### src/rtl/RVS192_package.sv
// Shared definitions for the byte-write-enable SRAM with self-clearing start-up.
// Holds the controller state encoding, the same-address read/write mode
// constants and the byte merge helper used by the write and forwarding paths.
package RVS192_package;

    typedef enum logic {
        SRAM_INIT  = 1'b0,
        SRAM_READY = 1'b1
    } sram_state_e;

    localparam int SRAM_READ_FIRST  = 0;
    localparam int SRAM_WRITE_FIRST = 1;

    // Pick the incoming byte when its enable is set, otherwise keep the stored byte
    function automatic logic [7:0] byte_merge(input logic [7:0] old_byte,
                                              input logic [7:0] new_byte,
                                              input logic       en);
        return en ? new_byte : old_byte;
    endfunction

endpackage

### src/rtl/sram_bwe_init.sv
// Single-port-per-direction SRAM with byte write enables and an automatic
// zero-fill after reset. One read and one write can complete every cycle.
// Optional macro SRAM_OUT_REG_EN adds a second output register stage, which
// raises the read latency from 1 to 2 cycles.
// SRAM_DEPTH is expected to be at least 2 so the address ports are non-empty.
module sram_bwe_init
    import RVS192_package::*;
#(
    parameter int SRAM_LENGTH = 32,
    parameter int SRAM_DEPTH  = 16,
    parameter int WRITE_MODE  = 0
)(
    input  logic                          clk,
    input  logic                          rst_n,
    input  logic                          wen,
    input  logic [SRAM_LENGTH/8-1:0]      wbe,
    input  logic [$clog2(SRAM_DEPTH)-1:0] w_addr,
    input  logic [SRAM_LENGTH-1:0]        data_in,
    input  logic                          ren,
    input  logic [$clog2(SRAM_DEPTH)-1:0] r_addr,
    output logic [SRAM_LENGTH-1:0]        data_out,
    output logic                          r_valid,
    output logic                          init_busy
);

    localparam int NB = SRAM_LENGTH / 8;
    localparam int AW = $clog2(SRAM_DEPTH);
    localparam logic [AW:0]   DEPTH_LIM  = (AW+1)'(SRAM_DEPTH);
    localparam logic [AW-1:0] LAST_ENTRY = AW'(SRAM_DEPTH - 1);

    logic [SRAM_LENGTH-1:0] mem [SRAM_DEPTH];

    sram_state_e            state;
    logic [AW-1:0]          clr_cnt;
    logic [SRAM_LENGTH-1:0] rd_q;
    logic                   rd_valid_q;

    logic                   w_ok;
    logic                   r_ok;
    logic [SRAM_LENGTH-1:0] w_old;
    logic [SRAM_LENGTH-1:0] w_merged;
    logic [SRAM_LENGTH-1:0] r_word;

    // Addresses past the last entry are legal on the port but never touch storage
    assign w_ok  = ({1'b0, w_addr} < DEPTH_LIM);
    assign r_ok  = ({1'b0, r_addr} < DEPTH_LIM);
    assign w_old = w_ok ? mem[w_addr] : '0;

    // Build the post-write word by overlaying enabled bytes on the stored word
    always_comb begin
        w_merged = w_old;
        for (int i = 0; i < NB; i++) begin
            w_merged[8*i +: 8] = byte_merge(w_old[8*i +: 8], data_in[8*i +: 8], wbe[i]);
        end
    end

    // Select read data: out-of-range reads give zero, write-first forwards the merged word
    always_comb begin
        r_word = '0;
        if (r_ok) begin
            if ((WRITE_MODE == SRAM_WRITE_FIRST) && wen && w_ok && (w_addr == r_addr)) begin
                r_word = w_merged;
            end else begin
                r_word = mem[r_addr];
            end
        end
    end

    // Controller: zero-fill sweep after reset, then serve reads into the first output register
    always_ff @(posedge clk or negedge rst_n) begin
        if (!rst_n) begin
            state      <= SRAM_INIT;
            clr_cnt    <= '0;
            init_busy  <= 1'b1;
            rd_q       <= '0;
            rd_valid_q <= 1'b0;
        end else begin
            case (state)
                SRAM_INIT: begin
                    rd_valid_q <= 1'b0;
                    if (clr_cnt == LAST_ENTRY) begin
                        state     <= SRAM_READY;
                        init_busy <= 1'b0;
                        clr_cnt   <= '0;
                    end else begin
                        clr_cnt <= clr_cnt + 1'b1;
                    end
                end
                SRAM_READY: begin
                    rd_valid_q <= ren;
                    if (ren) begin
                        rd_q <= r_word;
                    end
                end
                default: begin
                    state      <= SRAM_INIT;
                    clr_cnt    <= '0;
                    init_busy  <= 1'b1;
                    rd_valid_q <= 1'b0;
                end
            endcase
        end
    end

    // Storage array: the clear sweep owns the write port until the controller is ready
    always_ff @(posedge clk) begin
        if (state == SRAM_INIT) begin
            mem[clr_cnt] <= '0;
        end else if (wen && w_ok) begin
            mem[w_addr] <= w_merged;
        end
    end

`ifdef SRAM_OUT_REG_EN
    logic [SRAM_LENGTH-1:0] out_q;
    logic                   out_valid_q;

    // Second output stage: follows the first stage one cycle later and holds between reads
    always_ff @(posedge clk or negedge rst_n) begin
        if (!rst_n) begin
            out_q       <= '0;
            out_valid_q <= 1'b0;
        end else begin
            out_valid_q <= rd_valid_q;
            if (rd_valid_q) begin
                out_q <= rd_q;
            end
        end
    end

    assign data_out = out_q;
    assign r_valid  = out_valid_q;
`else
    assign data_out = rd_q;
    assign r_valid  = rd_valid_q;
`endif

endmodule

### config.mk
export PLATFORM = sky130hd
export DESIGN_NAME = sram_bwe_init
export DESIGN_NICKNAME = d
export VERILOG_FILES = /design/src/rtl/RVS192_package.sv /design/src/rtl/sram_bwe_init.sv
export SDC_FILE = /design/constraint.sdc
export NUM_CORES = 1
export LEC_CHECK = 0
export CORE_MARGIN = 2
export CORE_UTILIZATION = 25
export CTS_CLUSTER_DIAMETER = 100
export DETAILED_ROUTE_END_ITERATION = 10
export SYNTH_ARGS = -nofsm -noshare
export SYNTH_HDL_FRONTEND = slang
export SYNTH_SLANG_ARGS = --single-unit
### constraint.sdc
create_clock -name clk -period 4.98 [get_ports clk]
set_input_delay 0.996 -clock clk [delete_from_list [all_inputs] [get_ports clk]]
set_output_delay 0.996 -clock clk [all_outputs]
set_load 0.005 [all_outputs]
==> impl_metrics.csv <==
group,metric,value,unit
timing,timing.fmax,273,MHz
critical_path,critPathMaxStageDelay,1.00,ns
critical_path,arrival,3.86,ns
die,die_area,0.0902,mm2
place,placed_cells,2538,
synth,synth_edf_count,512,
die,ios,82,
critical_path,critPathSlowestCell,"nor3_1",
route,dr_wl_met3,3550,um
power_and_ir_drop,power.leakage,9.41,nW
route,via_per_inst,4.59,
route,routed-via-count,12093,
power_and_ir_drop,peakVddDrop,0.268,mV
clock_network,clk_pin_slew,0.06,ns
route,top_layer,"met5",
layout,drive_gt1_frac,0.0980,
clock_network,cts_max_path_buffers,3,
layout,synthToLayoutAreaGrowth,17.6,%
critical_path,worst-setup-path-type,"in -> reg",
status,outcome,"complete, no violations",
layout,fin_util,0.297,
timing,fin_hold_ws,0.470,ns
synth,yosysMostFrequentCell,"edfxtp_1",
die,fp.dieW,300,um
synth,yosysTopAreaCell,"edfxtp_1",
route,wl_met2,27700,um
global_routing,grt_start_max_net_pins,75,
global_routing,grt_pass1_wl,81700,um
global_routing,grt_antenna_before_repair,5,
timing,fin_skew,0.0113,ns
layout,nNetsFinal,1487,
timing,rsz0062_at_grt,"no",
layout,stdcell_area,0.0258,mm2
clock_network,cts_resized,0,
timing,fin_ws,1.32,ns
run,maxCapViolCount,0,
route,wl_per_cell,21.3,um
clock_network,htreeDepth,2,
place,place_congestion,0.808,
clock_network,clock_latency,0.59,ns
critical_path,cp_max_fo,14,
critical_path,cp_cell_sequence,"clkdlybuf4s50_1, nand2_2, nor2_4, mux2i_2, buf_4, nor3_1",
synth,postSynthAreaPerCell,16.3,um2
critical_path,endpoint_kind,"flip-flop",
global_routing,grt_pass1_vias,12255,
clock_network,cts_setup_buffers,0,
timing,slew_viol_final,0,
place,placed_cell_area,0.0242,mm2
timing,period_share,0.736,
route,drc,0,
critical_path,startpoint_type,"primary input",
place,dp_slack,0.757,ns
synth,synth_top_area_frac,0.700,
synth,synthFlopType,"edfxtp_1",
die,rows,108,
die,initial_utilization,0.253,
synth,syn_inst,1347,
clock_network,cts_made_buffers,53,
clock_network,cts.sinks,551,
layout,stdcell_count,2636,
die,coreArea,0.0869,mm2
synth,synth_area,0.0220,mm2
power_and_ir_drop,power.density,373,mW/mm2
critical_path,cp_top_family,"simple AND/OR/NAND/NOR gates",
synth,synth.top_cells.by_area,"edfxtp_1 (70%), mux2i_1 (12%), dfrtp_1 (4.3%)",
clock_network,cts_root_buffer,"clkbuf_16",
route,drt_iter0_markers,1100,
synth,synth.distinct_cells,36,
timing,fin_crit,3.66,ns
route,drtPass1Iterations,5,
global_routing,grt_overflow,0,
timing,setup_viol,0,
route,wl,56100,um
synth,yosysWarningCount,0,
global_routing,gr-usage-all-layers,0.122,
timing,worst_slew_pin_slew,1.24,ns
timing,relSlewSlack,0.168,
synth,ys_seq_area_frac,0.745,
critical_path,critPathBufInv,2,
route,wl_met1,23800,um
place,hpwlAfterDp,36400,um
clock_network,cts_hold_buf,0,
critical_path,required,5.18,ns
synth,ys_seq_elements,551,
synth,syn_nets,1396,
clock_network,cts_tree,"yes",
hold_path,hold_path.class,"reg -> reg",
place,portBuffers,81,
synth,ys_top_cells_by_count,"edfxtp_1 (512), mux2i_1 (256), nand2_1 (113)",
power_and_ir_drop,total_power,9.61,mW
synth,ys_async_sr_fraction,0.0708,
route,ant_nets,0,
die,die_h,300,um
timing,tns,0,ns
timing,final_hold_viol_count,0,
power breakdown:
group	switching, mW	internal, mW
Clock	1.67	2.17
Sequential	0.0236	5.11
Combinational	0.413	0.230
registers in the layout (all words and copies together) (netlist names):
name / flops
state: 1
r_valid: 1
init_busy: 1
data_out: 32
clr_cnt: 4
mem: 512
cell families after synthesis:
family | after synthesis | share of synthesized area
AO/OA/AOI/OAI | 117 | 0.0361
XOR/XNOR | 1 | 0.000399
adder cells (fa/ha/maj) | 1 | 0.000570
buffers and inverters | 84 | 0.0188
flip-flops | 551 | 0.745
multiplexers | 265 | 0.124
AND/OR/NAND/NOR | 328 | 0.0749
layout by cell type (no fill, tap or decap), types with 3 or more instances in the layout:
| cell type | n |
|---|---|
| buf_4 | 35 |
| nor2_4 | 3 |
| a22oi_1 | 75 |
| a21oi_1 | 33 |
| mux2i_1 | 256 |
| nand3_1 | 76 |
| mux2i_4 | 5 |
| dfrtp_1 | 38 |
| nand2_1 | 112 |
| nor2b_1 | 8 |
| nor3_2 | 9 |
| clkbuf_1 | 16 |
| clkinv_2 | 9 |
| buf_12 | 3 |
| clkinv_1 | 6 |
| and2_1 | 32 |
| clkdlybuf4s50_1 | 79 |
| edfxtp_1 | 512 |
| nor3_1 | 55 |
| nor2_1 | 4 |
| nand4_1 | 21 |
| clkbuf_16 | 53 |
| clkbuf_8 | 7 |
| a21boi_1 | 3 |
path summary, 6_finish.rpt:
| kind | start | end | slack (ns) | cells after the start |
|---|---|---|---|---|
| setup / recovery | wen | mem[6][30]$_DFFE_PP_ | 1.32 | 6 |
| hold / removal | init_busy$_DFFE_PN1P_ | init_busy$_DFFE_PN1P_ | 0.47 | 1 |
| setup reg to reg | state$_DFF_PN0_ | mem[6][30]$_DFFE_PP_ | 1.95 | 5 |
| hold reg to reg | init_busy$_DFFE_PN1P_ | init_busy$_DFFE_PN1P_ | 0.47 | 1 |
| max in group asynchronous | rst_n | data_out[23]$_DFFE_PN0P_ | 3.97 | 2 |
| min in group asynchronous | rst_n | data_out[14]$_DFFE_PN0P_ | 0.54 | 2 |
final cells by class:
cell class                 instances  area (um2)
tap                             1155        1450
multi-input combinational        712        5230
sequential                       551       16400
clock buffer                      76        1480
fill                            8507       61100
timing repair buffer             119        1130
clock inverter                    21         160
inverter                           1        3.75
antenna                            1        2.50
per-layer routing:
layer	vias up	track usage
met2	423	0.209
met3	68	0.0228
met5	-	0
li1	5392	-
met4	2	0.0295
met1	6208	0.160
No activity file was read; power rests on OpenSTA's default activity.
